`src/rtl/rcc_pclk_div_ctrl.sv`:
```
// APB/timer prescaler control: applies software prescaler/TIMPRE changes one at a time
// and holds each for a settle window. Optional done flag via RCC_PCLK_DIV_DONE_FLAG_EN.
module rcc_pclk_div_ctrl #(
  parameter int unsigned SETTLE_CYC = 64,
  parameter int unsigned CNT_W      = $clog2(SETTLE_CYC + 1)
) (
  input  logic       clk_in,
  input  logic       rst_n,
  input  logic       ppre_wr,
  input  logic [2:0] ppre_wdata,
  input  logic       timpre_wr,
  input  logic       timpre_wdata,
`ifdef RCC_PCLK_DIV_DONE_FLAG_EN
  input  logic       done_clr,
  output logic       done_flag,
  output logic       done_irq,
`endif
  output logic [2:0] div_sel,
  output logic       timpre,
  output logic       busy,
  output logic [2:0] ppre_rdata,
  output logic       timpre_rdata
);

  typedef enum logic [1:0] {StIdle, StSettlePpre, StSettleTim} state_e;

  state_e           state_q, state_d;
  logic [CNT_W-1:0] cnt_q, cnt_d;
  logic [2:0]       div_sel_q, div_sel_d;
  logic             timpre_q, timpre_d;
  logic [2:0]       pend_ppre_q, pend_ppre_d;
  logic             pend_ppre_v_q, pend_ppre_v_d;
  logic             pend_tim_q, pend_tim_d;
  logic             pend_tim_v_q, pend_tim_v_d;
  logic [2:0]       ppre_rdata_q, ppre_rdata_d;
  logic             timpre_rdata_q, timpre_rdata_d;

  always_ff @(posedge clk_in or negedge rst_n) begin
    if (!rst_n) begin
      state_q        <= StIdle;
      cnt_q          <= '0;
      div_sel_q      <= 3'b000;
      timpre_q       <= 1'b0;
      pend_ppre_q    <= 3'b000;
      pend_ppre_v_q  <= 1'b0;
      pend_tim_q     <= 1'b0;
      pend_tim_v_q   <= 1'b0;
      ppre_rdata_q   <= 3'b000;
      timpre_rdata_q <= 1'b0;
    end else begin
      state_q        <= state_d;
      cnt_q          <= cnt_d;
      div_sel_q      <= div_sel_d;
      timpre_q       <= timpre_d;
      pend_ppre_q    <= pend_ppre_d;
      pend_ppre_v_q  <= pend_ppre_v_d;
      pend_tim_q     <= pend_tim_d;
      pend_tim_v_q   <= pend_tim_v_d;
      ppre_rdata_q   <= ppre_rdata_d;
      timpre_rdata_q <= timpre_rdata_d;
    end
  end

  always_comb begin
    state_d        = state_q;
    cnt_d          = cnt_q;
    div_sel_d      = div_sel_q;
    timpre_d       = timpre_q;
    pend_ppre_d    = pend_ppre_q;
    pend_ppre_v_d  = pend_ppre_v_q;
    pend_tim_d     = pend_tim_q;
    pend_tim_v_d   = pend_tim_v_q;
    ppre_rdata_d   = ppre_rdata_q;
    timpre_rdata_d = timpre_rdata_q;

    unique case (state_q)
      StIdle: begin
        if (pend_ppre_v_q && (pend_ppre_q != div_sel_q)) begin
          div_sel_d     = pend_ppre_q;
          pend_ppre_v_d = 1'b0;
          cnt_d         = CNT_W'(SETTLE_CYC - 1);
          state_d       = StSettlePpre;
        end else begin
          // Pending prescaler equal to the driven code: drop without settling.
          pend_ppre_v_d = 1'b0;
          if (pend_tim_v_q && (pend_tim_q != timpre_q)) begin
            timpre_d     = pend_tim_q;
            pend_tim_v_d = 1'b0;
            cnt_d        = CNT_W'(SETTLE_CYC - 1);
            state_d      = StSettleTim;
          end else begin
            pend_tim_v_d = 1'b0;
          end
        end
      end
      StSettlePpre, StSettleTim: begin
        if (cnt_q == '0) begin
          state_d = StIdle;
        end else begin
          cnt_d = cnt_q - 1'b1;
        end
      end
      default: state_d = StIdle;
    endcase

    // Software writes are captured in every state and override any clear above.
    if (ppre_wr) begin
      pend_ppre_d   = ppre_wdata;
      pend_ppre_v_d = 1'b1;
      ppre_rdata_d  = ppre_wdata;
    end
    if (timpre_wr) begin
      pend_tim_d     = timpre_wdata;
      pend_tim_v_d   = 1'b1;
      timpre_rdata_d = timpre_wdata;
    end
  end

  assign div_sel      = div_sel_q;
  assign timpre       = timpre_q;
  assign ppre_rdata   = ppre_rdata_q;
  assign timpre_rdata = timpre_rdata_q;
  assign busy = (state_q != StIdle) |
                (pend_ppre_v_q & (pend_ppre_q != div_sel_q)) |
                (pend_tim_v_q & (pend_tim_q != timpre_q));

`ifdef RCC_PCLK_DIV_DONE_FLAG_EN
  logic busy_d;
  logic done_flag_q, done_flag_d;

  // Next-cycle busy lets the flag rise in the same cycle busy is first seen low.
  assign busy_d = (state_d != StIdle) |
                  (pend_ppre_v_d & (pend_ppre_d != div_sel_d)) |
                  (pend_tim_v_d & (pend_tim_d != timpre_d));

  always_comb begin
    done_flag_d = done_flag_q;
    if (busy && !busy_d) begin
      done_flag_d = 1'b1;
    end else if (done_clr) begin
      done_flag_d = 1'b0;
    end
  end

  always_ff @(posedge clk_in or negedge rst_n) begin
    if (!rst_n) begin
      done_flag_q <= 1'b0;
    end else begin
      done_flag_q <= done_flag_d;
    end
  end

  assign done_flag = done_flag_q;
  assign done_irq  = done_flag_q;
`endif

endmodule

```
`config.mk`:
```
export PLATFORM = sky130hd
export DESIGN_NAME = rcc_pclk_div_ctrl
export DESIGN_NICKNAME = d
export VERILOG_FILES = /design/src/rtl/rcc_pclk_div_ctrl.sv
export SDC_FILE = /design/constraint.sdc
export NUM_CORES = 1
export LEC_CHECK = 0
export BUFFER_PORTS_ARGS = -buffer_cell sky130_fd_sc_hd__clkbuf_2
export CAP_MARGIN = 20
export CORE_UTILIZATION = 49
export CTS_CLUSTER_SIZE = 25
export DETAILED_ROUTE_END_ITERATION = 10
export PLACE_DENSITY = 0.73
export SLEW_MARGIN = 5
export SYNTH_ARGS = -nofsm -noshare
export SYNTH_HDL_FRONTEND = slang
export SYNTH_SLANG_ARGS = --single-unit
```
`constraint.sdc`:
```
create_clock -name clk_in -period 1.7 [get_ports clk_in]
set_input_delay 0.34 -clock clk_in [delete_from_list [all_inputs] [get_ports clk_in]]
set_output_delay 0.34 -clock clk_in [all_outputs]
set_load 0.01 [all_outputs]
```
==> metrics.cfg <==
[outcome]
run_status=finished with violations
violations=setup timing

[clock_network]
htreeDepth=1
root_buffer=clkbuf_4
cts_inserted_buffers=3
cts_buffer_depth=2
insertion_delay_ps=290
clock_sinks=19
clk_pin_slew_ps=110
cts_tree=yes

[timing]
fmax_ghz=0.5751
tightest_slew_ps=471.5
relSlewSlack=0.6857
slew_viol_final=0
rsz0062_at_grt=yes
skew_ps=7.211
setup_viol=2
finalCritPeriodShare=1.023
period_needed_ps=1739
hold_viol=0
timing.setup.tns_ps=-52.17
setup_slack_ps=-38.75

[setup_path]
crit_fanout=3
crit_type=flip-flop to output port
critical_path_required_ps=1360
cp_slowest_stage_delay_ps=410
start_kind=flip-flop
r2r_cells=6
cpLargestDelayFamily=flip-flops
slowest_stage=dfrtp_1
path_buf_inv=1
end_kind=output port
cp_num_cells=4
cp.arrival_ps=1400
crit_path_cell_trace=xor2_1 > o31ai_4 > nand2_2 > clkbuf_2

[global_route]
antenna_found_initial=0
grt_pass1_wl_mm=4.416
grt-ovfl-total=0
grt_max_degree=20
grt_pass1_vias=990
grtUsageTotal=0.2451

[placement]
io_buffers=16
dp.cells=151
dpl.hpwl_mm=1.778
dpl_cell_area_sq_um=1279
gp_congestion=0.8945

[min_path]
hold_class=primary input to flip-flop
hold_depth=2

[logic_synthesis]
synth_area_sq_um=1070
synthCells=97
synth_warnings=0
synthArstFlopShare=1.000
ys.flop_type=dfrtp_1
syn-num-nets=107
synth-edff-count=0
ys_seq_elements=19
synthDistinctLibCells=38
ys_seq_area_frac=0.4444
syn_avg_cell_area_sq_um=11.03

[layout]
area_growth_pct=34.27
stdcell_area_sq_um=1436
layout_commonest_cell=buf_4
nets=149
final_cell_mix=24 x buf_4, 19 x dfrtp_1, 16 x clkbuf_2
stdcell_count=165
drive_gt1_frac=0.4638
diodes=0

[floorplan]
fp.dieArea_sq_um=2374
die_y_microns=48.73
start_util=0.5344
dieWidth_microns=48.73
boundaryPins=17
fp-row-count=16
coreArea_sq_um=2002

[detailed_routing]
drt-total-wl_mm=2.649
viasPerCell=5.867
drtIter0Drc=35
drc=0
num_vias=968
ant_nets=0
drtPass1Iterations=4
wl_per_cell_microns=16.05

[pwr]
totalPowerFinal_uw=2643
peakVddDrop_mv=1.016
cellLeakagePower_uw=0.0006374
powerDensity_nw_per_um2=1840

[run]
cap_violations=0

-- sequential cells by signal, indices dropped and copies added, names as in the netlist --
signal         count
cnt_q              7
div_sel            3
pend_ppre_v_q      1
pend_tim_v_q       1
ppre_rdata         3
state_q            2
timpre             1
timpre_rdata       1
-- worst paths after layout --
kind / startpoint / to / slack, ps
min in group asynchronous: rst_n / cnt_q[4] / 520
setup reg to reg: div_sel[2] / cnt_q[0] / -10
hold / removal: timpre_wr / pend_tim_v_q / 240
hold reg to reg: state_q[1] / state_q[1] / 540
setup / recovery: div_sel[2] / busy / -40
max in group asynchronous: rst_n / div_sel[2] / 860
-- Yosys cell counts, drive strengths merged, types with 2 or more instances --
library cell | count | share of area
dfrtp | 19 | 0.44
mux2 | 8 | 0.084
nand2 | 8 | 0.028
inv | 6 | 0.021
a21oi | 4 | 0.022
buf | 4 | 0.025
xor2 | 4 | 0.033
a21o | 3 | 0.021
nand2b | 3 | 0.018
nor2 | 3 | 0.011
nor3 | 3 | 0.014
o221a | 3 | 0.032
a21boi | 2 | 0.014
a221oi | 2 | 0.016
a31oi | 2 | 0.012
ha | 2 | 0.023
nand3 | 2 | 0.0094
o31ai | 2 | 0.027
or3 | 2 | 0.016
-- power by group --
part / internal [uW] / switching, uW / leakage [uW]
Combinational: 827 / 869 / 0.000411
Sequential: 598 / 118 / 0.000211
Clock: 91.2 / 139 / 0.0000150
-- through the flow --
| stage | utilization | hold slack [ps] | setup slack, ps |
|---|---|---|---|
| 2_1_floorplan | - | 44.41 | 27.52 |
| 3_3_place_gp | 0.6388 | 314.4 | 11.70 |
| 3_5_place_dp | 0.6388 | 314.7 | -46.59 |
| 4_1_cts | 0.6925 | 233.6 | -49.92 |
| 5_1_grt | 0.7175 | 241.5 | -113.3 |
| 6_report | 0.7175 | 238.0 | -38.75 |
-- routing by layer --
layer  track usage  wire length [microns]  up-vias
met2        0.4259                   1398       52
met5             0                      0        -
li1              -                      -      449
met3       0.05031                    156        6
met4       0.07843                     36        0
met1        0.3027                   1058      461
-- layout make-up --
class / instances / area (sq um)
multi-input cells: 68 / 608.1
flip-flops and latches: 19 / 475.5
fillers: 157 / 565.5
clock buffers: 4 / 26.28
repair buffers: 41 / 270.3
well taps: 27 / 33.78
inverters: 6 / 22.52
-- cells by family (layout without fill, tap and decap cells) --
group	Yosys count	count (layout)	share of synthesized area
AO/OA/AOI/OAI	30	30	0.2421
AND/OR/NAND/NOR	24	24	0.1275
flip-flops	19	19	0.4444
buffers and inverters	10	51	0.04561
multiplexers	8	8	0.08421
XOR/XNOR	4	4	0.03275
adder cells (fa/ha/maj)	2	2	0.02339
-- what timing repair did --
item | CTS | global route
hold buffers | 1 | 0
setup buffers | 6 | 3
gates resized for setup | 4 | 8
endpoints found under the setup margin | 5 | 10
pin swaps | 4 | 6
hold endpoints to repair | 19 | 0
(Power assumes the default switching activity.)
